**config.mk**
```make
export PLATFORM = sky130hd
export DESIGN_NAME = serial_sub_flat
export DESIGN_NICKNAME = d
export VERILOG_FILES = /design/src/rtl/serial_sub_pkg.sv /design/src/rtl/serial_sub_if.sv /design/src/rtl/fullsub_gate.sv /design/src/rtl/serial_sub.sv /design/src/flat_wrapper.sv
export SDC_FILE = /design/constraint.sdc
export NUM_CORES = 1
export LEC_CHECK = 0
export CAP_MARGIN = 20
export CORE_ASPECT_RATIO = 1.25
export CORE_MARGIN = 2
export CORE_UTILIZATION = 40
export DETAILED_ROUTE_END_ITERATION = 10
export DONT_BUFFER_PORTS = 1
export GPL_TIMING_DRIVEN = 0
export PLACE_DENSITY_LB_ADDON = 0.3
export SYNTH_ARGS = -nofsm -noshare
export SYNTH_HDL_FRONTEND = slang
export SYNTH_SLANG_ARGS = --single-unit
```
**constraint.sdc**
```tcl
create_clock -name clk -period 2.8 [get_ports clk]
set_input_delay 0.56 -clock clk [delete_from_list [all_inputs] [get_ports clk]]
set_output_delay 0.56 -clock clk [all_outputs]
set_load 0.05 [all_outputs]
```
**src/rtl/serial_sub_pkg.sv**
```systemverilog
// rtl/serial_sub_pkg.sv - shared types and defaults for the bit-serial subtractor
package serial_sub_pkg;

   localparam int DEF_WIDTH = 8;

   typedef enum logic [1:0] {
      IDLE  = 2'd0,
      SHIFT = 2'd1,
      DONE  = 2'd2
   } state_t;

endpackage

```
**src/rtl/serial_sub_if.sv**
```systemverilog
// rtl/serial_sub_if.sv - start/done handshake and operand/result bundle
interface serial_sub_if
   import serial_sub_pkg::*;
#(
   parameter int WIDTH = DEF_WIDTH
) ();

   logic             start;
   logic [WIDTH-1:0] a;
   logic [WIDTH-1:0] b;
   logic             busy;
   logic             done;
   logic [WIDTH-1:0] diff;
   logic             borrow_out;
   logic             overflow;

   modport master (
      output start, a, b,
      input  busy, done, diff, borrow_out, overflow
   );

   modport slave (
      input  start, a, b,
      output busy, done, diff, borrow_out, overflow
   );

endinterface

```
**src/rtl/fullsub_gate.sv**
```systemverilog
// rtl/fullsub_gate.sv - gate-level one-bit full subtractor cell
module fullsub_gate (
   input  logic x,
   input  logic y,
   input  logic bin,
   output logic d,
   output logic bout
);

   logic x_xor_y;
   logic x_n;
   logic t_xy;
   logic t_xb;
   logic t_yb;
   logic t_or;

   // difference bit: x ^ y ^ bin
   xor g_x0 (x_xor_y, x, y);
   xor g_x1 (d, x_xor_y, bin);

   // borrow out: (~x & y) | (~x & bin) | (y & bin)
   not g_n0 (x_n, x);
   and g_a0 (t_xy, x_n, y);
   and g_a1 (t_xb, x_n, bin);
   and g_a2 (t_yb, y, bin);
   or  g_o0 (t_or, t_xy, t_xb);
   or  g_o1 (bout, t_or, t_yb);

endmodule

```
**src/rtl/serial_sub.sv**
```systemverilog
// rtl/serial_sub.sv - bit-serial LSB-first subtractor with start/done handshake
module serial_sub
   import serial_sub_pkg::*;
#(
   parameter int WIDTH = DEF_WIDTH,
   parameter int CNT_W = $clog2(WIDTH)
) (
   input  logic        clk,
   input  logic        rst_n,
   serial_sub_if.slave bus
);

   state_t           state;
   state_t           state_nxt;
   logic [WIDTH-1:0] sh_a;
   logic [WIDTH-1:0] sh_b;
   logic [WIDTH-1:0] sh_res;
   logic [WIDTH-1:0] res_nxt;
   logic [CNT_W-1:0] cnt;
   logic             bor;
   logic             sa;
   logic             sb;
   logic             d;
   logic             bout;
   logic             last;

   // the single shared cell sees the current LSBs and the carried borrow
   fullsub_gate u_cell (
      .x    (sh_a[0]),
      .y    (sh_b[0]),
      .bin  (bor),
      .d    (d),
      .bout (bout)
   );

   assign last    = (cnt == CNT_W'(WIDTH - 1));
   assign res_nxt = {d, sh_res[WIDTH-1:1]};

   // state register
   always_ff @(posedge clk or negedge rst_n) begin
      if (!rst_n) begin
         state <= IDLE;
      end else begin
         state <= state_nxt;
      end
   end

   // next-state and handshake outputs
   always_comb begin
      state_nxt = state;
      bus.busy  = 1'b0;
      bus.done  = 1'b0;
      case (state)
         IDLE: begin
            if (bus.start) begin
               state_nxt = SHIFT;
            end
         end
         SHIFT: begin
            bus.busy = 1'b1;
            if (last) begin
               state_nxt = DONE;
            end
         end
         DONE: begin
            bus.busy  = 1'b1;
            bus.done  = 1'b1;
            state_nxt = IDLE;
         end
         default: begin
            state_nxt = IDLE;
         end
      endcase
   end

   // operand capture, per-bit shifting and result registration at completion
   always_ff @(posedge clk or negedge rst_n) begin
      if (!rst_n) begin
         sh_a           <= '0;
         sh_b           <= '0;
         sh_res         <= '0;
         cnt            <= '0;
         bor            <= 1'b0;
         sa             <= 1'b0;
         sb             <= 1'b0;
         bus.diff       <= '0;
         bus.borrow_out <= 1'b0;
         bus.overflow   <= 1'b0;
      end else begin
         case (state)
            IDLE: begin
               if (bus.start) begin
                  sh_a <= bus.a;
                  sh_b <= bus.b;
                  bor  <= 1'b0;
                  cnt  <= '0;
                  sa   <= bus.a[WIDTH-1];
                  sb   <= bus.b[WIDTH-1];
               end
            end
            SHIFT: begin
               sh_res <= res_nxt;
               sh_a   <= sh_a >> 1;
               sh_b   <= sh_b >> 1;
               bor    <= bout;
               cnt    <= cnt + 1'b1;
               if (last) begin
                  bus.diff       <= res_nxt;
                  bus.borrow_out <= bout;
                  bus.overflow   <= (sa != sb) && (d != sa);
               end
            end
            default: begin
            end
         endcase
      end
   end

endmodule

```
**src/flat_wrapper.sv**
```systemverilog
// flat-port wrapper written by rule: the top's interface ports become plain ports
module serial_sub_flat import serial_sub_pkg::*;
#(
   parameter int WIDTH = DEF_WIDTH,
   parameter int CNT_W = $clog2(WIDTH)
)
  (clk, rst_n, bus_start, bus_a, bus_b, bus_busy, bus_done, bus_diff, bus_borrow_out, bus_overflow);
  serial_sub_if #(.WIDTH(WIDTH)) bus_i ();
  input  logic clk;
  input  logic rst_n;
  input wire logic [$bits(bus_i.start)-1:0] bus_start;
  input wire logic [$bits(bus_i.a)-1:0] bus_a;
  input wire logic [$bits(bus_i.b)-1:0] bus_b;
  output wire logic [$bits(bus_i.busy)-1:0] bus_busy;
  output wire logic [$bits(bus_i.done)-1:0] bus_done;
  output wire logic [$bits(bus_i.diff)-1:0] bus_diff;
  output wire logic [$bits(bus_i.borrow_out)-1:0] bus_borrow_out;
  output wire logic [$bits(bus_i.overflow)-1:0] bus_overflow;
  assign bus_i.start = bus_start;
  assign bus_i.a = bus_a;
  assign bus_i.b = bus_b;
  assign bus_busy = bus_i.busy;
  assign bus_done = bus_i.done;
  assign bus_diff = bus_i.diff;
  assign bus_borrow_out = bus_i.borrow_out;
  assign bus_overflow = bus_i.overflow;
  serial_sub #(.WIDTH(WIDTH), .CNT_W(CNT_W)) u_core (.clk(clk), .rst_n(rst_n), .bus(bus_i));
endmodule
```
**After elaboration in Yosys (flattened, before gate mapping)**

Index checks and enable logic that the tools add are counted.

- Word-level logic and storage cells: 48
- Bits in registers: 42
- Output and inout bits: 12
- Input port bits: 19

- Reductions and logical operators: 8
- Muxes and demuxes: 13
- Bitwise operators: 8
- Equality and inequality tests: 7
- $add $sub $neg: 1

Operator list:

| cell | count |
|---|---|
| $pmux 8 s2 | 2 |
| $mux 8 | 2 |
| $reduce_and 2->1 | 4 |
| $pmux 3 s2 | 1 |
| $mux 2 | 2 |
| $pmux 2 s2 | 1 |
| $add 3x1->3 const B | 1 |
| $and 1x1->1 | 3 |
| $eq 3x3->1 const B | 1 |
| $mux 1 | 3 |
| $mux 3 | 1 |
| $eq 2x1->1 const B | 1 |
| $eq 2x2->1 const B | 1 |
| $logic_not 2->1 | 1 |
| $ne 1x1->1 | 2 |
| $ne 2x1->1 const B | 1 |
| $ne 2x2->1 const B | 1 |
| $or 1x1->1 | 2 |
| $pmux 1 s2 | 1 |
| $reduce_bool 2->1 | 1 |
| $reduce_or 2->1 | 1 |
| $xor 1x1->1 | 2 |
| $logic_and 1x1->1 | 1 |
| $not 1->1 | 1 |

**Logic depth before layout (Yosys ltp)**

Gate-level depths: netlist of run 1.

- Depth in word-level cells: 5
- Gate-level depth with buffers: 7
- Mapped depth without buffers: 5

**By module**

Synthesis of run 1 repeated with hierarchy kept, for this count alone.

- Cells, all modules: 164
- Area, all modules: 1938.1 um^2

By module, submodules not included:

| module | cells an instance | sequential area each (um^2) | area an instance (um^2) | times used |
|---|---|---|---|---|
| serial_sub | 161 | 1026.0 | 1910.6 | 1 |
| fullsub_gate | 3 | 0.0 | 27.5 | 1 |

**Worst setup path before layout of run 1**

Ideal clock, no wire load.

- Path type: input port to flip-flop
- From: input port bus_start
- To: register u_core.sh_b[0]
- Stages: 6
- Arrival time: 1472 ps
- Buffers on the path: 3
- Data required time: 2674 ps
- Path slack: 1201 ps
- Library setup time: 126 ps
- Cells stage by stage: buf_6 -> nand2b_4 -> and2_4 -> buf_6 -> buf_6 -> a221o_1

- Cells in the longest elaborated chain, start to end: 2

Ends and longest elaborated chain:

| what | RTL line | source |
|---|---|---|
| from (decl) | flat_wrapper.sv:11 | `input wire logic [$bits(bus_i.start)-1:0] bus_start;` |
| $ne 2x2->1 (no source line) | n/a |  |
| $reduce_and 2->1 (no source line) | n/a |  |
| to (signal assigned) | serial_sub.sv:94 | `sh_b <= bus.b;` |
| to (signal assigned) | serial_sub.sv:104 | `sh_b <= sh_b >> 1;` |
| to (decl) | serial_sub.sv:16 | `logic [WIDTH-1:0] sh_b;` |

No other way between the ends.
A chain may end at the register's enable or synchronous reset.

**Worst setup path after layout of run 1**

- From: register u_core.state[1]
- To: output port bus_busy

- Cells in the longest elaborated chain, start to end: 3
- Elaborated cells on any way between the ends: 4
- Classes of those cells: 2 x eq/ne; 1 x mux; 1 x reduce/logical

Ends and longest elaborated chain:

| what | RTL line | source |
|---|---|---|
| from (decl) | serial_sub.sv:13 | `state_t state;` |
| from (signal assigned) | serial_sub.sv:44 | `state <= state_nxt;` |
| $eq 2x2->1 / $eq 2x1->1 (equally long branches) | serial_sub.sv:53 | `case (state)` |
| $reduce_or 2->1 (no source line) (*) | n/a |  |
| $mux 1 (*) | serial_sub.sv:53 |  |
| to (decl) | flat_wrapper.sv:14 | `output wire logic [$bits(bus_i.busy)-1:0] bus_busy;` |

Every way passes the cells marked *; elsewhere a longest branch is shown, timed or not.

==> results of run 1 <==
## state kept, by name (all words and copies together), names as in the netlist
signal / flops
u_core.sh_res: 7
u_core.sa: 1
u_core.bus.diff: 8
u_core.cnt: 3
u_core.sh_b: 8
u_core.bus.borrow_out: 1
u_core.sh_a: 8
u_core.bor: 1
u_core.state: 2
u_core.bus.overflow: 1
u_core.sb: 1
## cell usage after synthesis
cell type   n  area share, %
dfrtp_1    41             53
buf_2       6            1.5
a221o_1    14            7.2
a31oi_1     2           0.64
and2_4      1           0.45
o21ai_0     6            1.5
nor2_1      2           0.38
inv_1       5           0.96
a21oi_1    16            4.1
buf_6       3            1.7
clkbuf_1    3           0.58
nand2b_4    1           0.70
nor2b_1     4            1.3
a22o_1      3            1.3
ha_1        6            3.8
nand2b_1   13            4.2
fa_1        1            1.0
nand2_1     7            1.3
mux2i_1     1           0.51
mux2_2     17            9.8
nor3b_1     2           0.77
buf_1       1           0.19
nand3_1    13            3.3
## through the flow
step | instances | worst slack, ns | power [W] | util (%) | hold WS (ns)
after global placement | 228 | 1.02 | 0.00219 | 42.9 | 0.265
final | 236 | 0.894 | 0.00263 | 45.1 | 0.0955
after detailed placement | 228 | 0.973 | 0.00225 | 42.9 | 0.265
after global routing | 236 | 0.820 | 0.00281 | 45.1 | 0.103
after floorplan | 168 | 1.20 | 0.00200 | - | 0.264
after CTS | 236 | 0.878 | 0.00265 | 45.1 | 0.107
## power breakdown
part | switching [W] | internal, W
sequential | 0.000374 | 0.000841
clock | 0.000190 | 0.000196
combinational | 0.000525 | 0.000502
## worst reg2reg max path, stage by stage, from the launching register on
cell and delay [ns]:
dfrtp_1 0.41, inv_1 0.11, ha_1 0.32, buf_2 0.28
o21ai_0 0.24, a221o_1 0.36
## what timing repair did
action / 4_1_cts / 5_1_grt
buffers inserted: 0 / 0
endpoints found under the hold margin: 41 / 0
hold buffers: 1 / 0
## area by class of cell
| type | count | area share [%] |
|---|---|---|
| Sequential cell | 41 | 48.1 |
| Tap cell | 60 | 3.52 |
| Multi-Input combinational cell | 109 | 38.8 |
| Buffer | 13 | 3.70 |
| Inverter | 5 | 0.880 |
| Timing Repair Buffer | 1 | 0.938 |
| Clock buffer | 7 | 4.05 |
## kinds of logic (layout without fill, tap and decap cells)
logic type	Yosys count	after routing	share of synthesized area [%]
fa+ha+maj	7	7	4.87
buf+inv	18	26	5.00
flops	41	41	52.6
simple gates	43	43	12.4
mux	18	18	10.3
compound gates	41	41	14.8
## worst min path at each step
stage / cells after the start / from / end
finish: 1 / rst_n / u_core.sh_a[2]
global route: 1 / rst_n / u_core.sh_a[2]
CTS: 1 / rst_n / u_core.sh_a[3]
detailed placement: 0 / rst_n / u_core.sh_a[3]
global placement: 0 / rst_n / u_core.sh_a[3]
floorplan: 0 / rst_n / u_core.bor
## metal layers
layer  wire, um  track usage [%]  vias to the layer above
li1           -                -                      620
met1       1640             20.1                      687
met4         48             4.90                        0
met2       2000             27.5                       32
met5          0                0                        -
met3        293             6.10                        5
==> impl_metrics.tcl, run 1 <==
set metrics [dict create \
    status "complete, no violations" \
    vdd_drop_max_mv 0.518 \
    grtUsageTotal_pct 16.5 \
    start_util_pct 41.3 \
    crit_slowest_cell "ha_1" \
    fmax_mhz 525 \
    worstMarginPinSlew_ns 0.578 \
    fin_nets 202 \
    syn_area_sq_um 1950 \
    rows 28 \
    leakagePower_nw 0.946 \
    diodes 0 \
    startpoint "u_core.state[1]" \
    clk-insertion-delay-late_ns 0.29 \
    yosys_register_bits 41 \
    grt_max_degree 42 \
    ioPinCount 31 \
    required_ns 2.24 \
    fin_setup_tns_ns 0 \
    cts_tree "yes" \
    regArea_sq_um 1030 \
    gp_congestion 0.786 \
    worstPathArrival_ns 1.35 \
    clk_pin_slew_worst_paths_ns 0.08 \
    path_cells "inv_1 -> ha_1" \
    rr_worst_depth 5 \
    postCtsResizedCells 0 \
    multiInputGateArea_sq_um 828 \
    via_per_inst 5.69 \
    hpwlAfterDp_um 2830 \
    clockBufferDepth 2 \
    syn2layout_area_growth_pct 9.30 \
    cp.depth 2 \
    cp_slowest_stage_delay_ns 0.57 \
    drtIter0Drc 125 \
    first_pass_iters 4 \
    reg2reg_slack_ns 0.97 \
    finalSetupViolations 0 \
    reg2reg_to "u_core.sh_b[6]" \
    overflow 0 \
    drive_above_1_share_pct 19.9 \
    critPathMaxFanout 3 \
    drv_slew 0 \
    first_global_vias 1403 \
    finalInstanceArea_sq_um 2130 \
    antenna_found_initial 0 \
    ys_types 23 \
    ant_nets 0 \
    fp.dieW_um 66.5 \
    port_buffers 0 \
    final_common_cell "dfrtp_1" \
    timing_hold_violations_final 0 \
    cp-end-kind "output pin" \
    core_area_sq_um 4730 \
    period_needed_ns 1.91 \
    regToRegStartpoint "u_core.state[1]" \
    synthCells 168 \
    hold_class "in -> async" \
    maxCapViolCount 0 \
    cts_max_level 2 \
    cts_sinks 41 \
    drc 0 \
    p_per_area_nw_per_um2 1230 \
    layout_common_cells "dfrtp_1 (41), mux2_2 (17), a21oi_1 (16)" \
    vias 1344 \
    crit_end "bus_busy" \
    die_h_um 82.1 \
    fillers 471 \
    die-area_sq_um 5460 \
    cp_top_family "adder cells" \
    cts_buffers 5 \
    dpl_cell_area_sq_um 2030 \
    start_kind "flop" \
    path_buf_inv 1 \
    finalCritPeriodShare_pct 68.1 \
    syn_nets 194 \
    routed_wl_um 3980 \
    fin_skew_ns 0.0109 \
    slew_headroom_pct 61.0 \
    syn_area_per_cell_sq_um 11.6 \
    synth-seq-area-share_pct 52.6 \
    path_class "reg -> out" \
    cts.root.buffer_cell "clkbuf_8" \
    grt_setup_unrepaired "no" \
    grt_pass1_wl_um 6760 \
    yosysWarningCount 0 \
    routedWlPerCell_um 16.8 \
]
Power figures use the tool's default switching activity.
==> run 2: changes to the inputs <==
- clock period: 2.8 -> 1.7 ns (I/O delays scaled with it)
==> run 2 against run 1 <==
Clock skew shrank 0.0017 ns. Design area is 2.5% higher. Critical path depth up 5. Sequential share of layout area shrank 1.2 points. Clock power grew 64%. Total power rose by 69%. Cell count up 1.3%. Critical path type is now reg -> reg. Critical endpoint is now u_core.sh_b[2]. Highest routed layer unchanged.
==> impl_metrics.tcl, run 2 (synthesized netlist as in run 1, its figures left out) <==
set metrics [dict create \
    grtUsageTotal_pct 16.6 \
    holdWs_ns 0.199 \
    finalCritPeriodShare_pct 95.9 \
    drv_slew 0 \
    first_global_vias 1410 \
    path_cells "inv_2 -> ha_1 -> buf_4 -> and2_4 -> buf_6 -> buf_6 -> a221o_1" \
    rows 28 \
    reg2reg_to "u_core.sh_b[2]" \
    clockBufferDepth 2 \
    fp.dieW_um 66.5 \
    routed_wl_um 4020 \
    die-area_sq_um 5460 \
    regArea_sq_um 1030 \
    worstMarginPinSlew_ns 0.490 \
    rr_worst_depth 7 \
    crit_end "u_core.sh_b[2]" \
    hpwlAfterDp_um 2830 \
    maxCapViolCount 0 \
    layout_common_cells "dfrtp_1 (41), mux2_2 (17), a21oi_1 (16)" \
    vdd_drop_max_mv 0.854 \
    drtIter0Drc 147 \
    cts_tree "yes" \
    multiInputGateArea_sq_um 846 \
    start_kind "flop" \
    ant_nets 0 \
    drive_above_1_share_pct 25.1 \
    cp-end-kind "flop" \
    fmax_mhz 613 \
    required_ns 1.88 \
    drc 0 \
    cp_slowest_stage_delay_ns 0.38 \
    final_common_cell "dfrtp_1" \
    overflow 0 \
    gp_congestion 0.786 \
    finalSetupViolations 0 \
    grt_pass1_wl_um 6770 \
    grt_max_degree 42 \
    worstPathArrival_ns 1.81 \
    critPathMaxFanout 10 \
    crit_slowest_cell "dfrtp_1" \
    clk_pin_slew_worst_paths_ns 0.08 \
    cts_max_level 2 \
    syn2layout_area_growth_pct 12.1 \
    fin_skew_ns 0.00924 \
    core_area_sq_um 4730 \
    final_core_util_pct 46.2 \
    reg2reg_slack_ns 0.07 \
    cts.root.buffer_cell "clkbuf_8" \
    cts_sinks 41 \
    regToRegStartpoint "u_core.state[1]" \
    vias 1331 \
    status "complete, no violations" \
    startpoint "u_core.state[1]" \
    reg_top3 "u_core.bus.diff (8), u_core.sh_a (8), u_core.sh_b (8)" \
    cts_buffers 5 \
    port_buffers 0 \
    cp_common_cell "buf_6" \
    clk-insertion-delay-late_ns 0.29 \
    routedWlPerCell_um 16.8 \
    diodes 0 \
    ioPinCount 31 \
    period_needed_ns 1.63 \
    p_per_area_nw_per_um2 2030 \
    hold_class "in -> reg" \
    fin_nets 205 \
    timing_hold_violations_final 0 \
    antenna_found_initial 0 \
    leakagePower_nw 0.972 \
    path_class "reg -> reg" \
    slew_headroom_pct 67.3 \
    die_h_um 82.1 \
    via_per_inst 5.57 \
    start_util_pct 41.3 \
    fillers 465 \
    first_pass_iters 4 \
]
[run 2: area by class of cell]
class / instances / share of cell area [%]
Sequential cell: 41 / 46.9
Multi-Input combinational cell: 109 / 38.7
Buffer: 13 / 4.12
Clock buffer: 7 / 3.95
Tap cell: 60 / 3.43
Timing Repair Buffer: 4 / 2.06
Inverter: 5 / 0.858
[run 2: where the power goes]
| part | total (W) | internal, W | switching (W) |
|---|---|---|---|
| logic | 0.00180 | 0.000916 | 0.000885 |
| registers | 0.00200 | 0.00138 | 0.000616 |
| clock network | 0.000633 | 0.000322 | 0.000311 |
| total | 0.00443 | 0.00262 | 0.00181 |
[run 2: worst max-delay path: cells and delay by family (launching register included)]
| family | cells | cell delay (ns) |
|---|---|---|
| AND/OR/NAND/NOR | 1 | 0.14 |
| buffers and inverters | 4 | 0.51 |
| flip-flops | 1 | 0.38 |
| adder cells (fa/ha/maj) | 1 | 0.18 |
| AO/OA/AOI/OAI | 1 | 0.30 |
[run 2: stage by stage]
step           instance area [sq um]  worst slack [ns]  std cells  total power, W  setup TNS (ns)
2_1_floorplan                   1950             0.115        168         0.00330               0
4_1_cts                         2160           0.00520        238         0.00440               0
6_report                        2190            0.0691        239         0.00443               0
3_3_place_gp                    2030           -0.0788        228         0.00361          -0.468
5_1_grt                         2190         -0.000146        239         0.00474       -0.000146
3_5_place_dp                    2030            -0.127        228         0.00370           -1.45
[run 2: worst min path at each step]
stage               slack, ns             end  cells past startpoint  startpoint
detailed placement       0.05  u_core.sh_a[3]                      0       rst_n
finish                   0.20       u_core.sb                      1    bus_b[7]
floorplan                0.04      u_core.bor                      0       rst_n
CTS                      0.19       u_core.sb                      1    bus_b[7]
global route             0.19       u_core.sa                      1    bus_a[7]
global placement         0.05  u_core.sh_a[3]                      0       rst_n
[run 2: routing by layer]
layer	vias to the layer above	global-route usage [%]	routed length, um
met2	28	27.8	2020
met4	0	4.90	49
met1	672	19.9	1690
li1	626	-	-
met5	-	0	0
met3	5	6.10	259
[run 2: what timing repair did]
action | 4_1_cts | 5_1_grt
gates resized for setup | 6 | 9
buffers inserted | 1 | 1
hold endpoints to repair | 41 | 0
pin swaps | 0 | 0
setup endpoints to repair | 23 | 25
hold buffers | 2 | 0
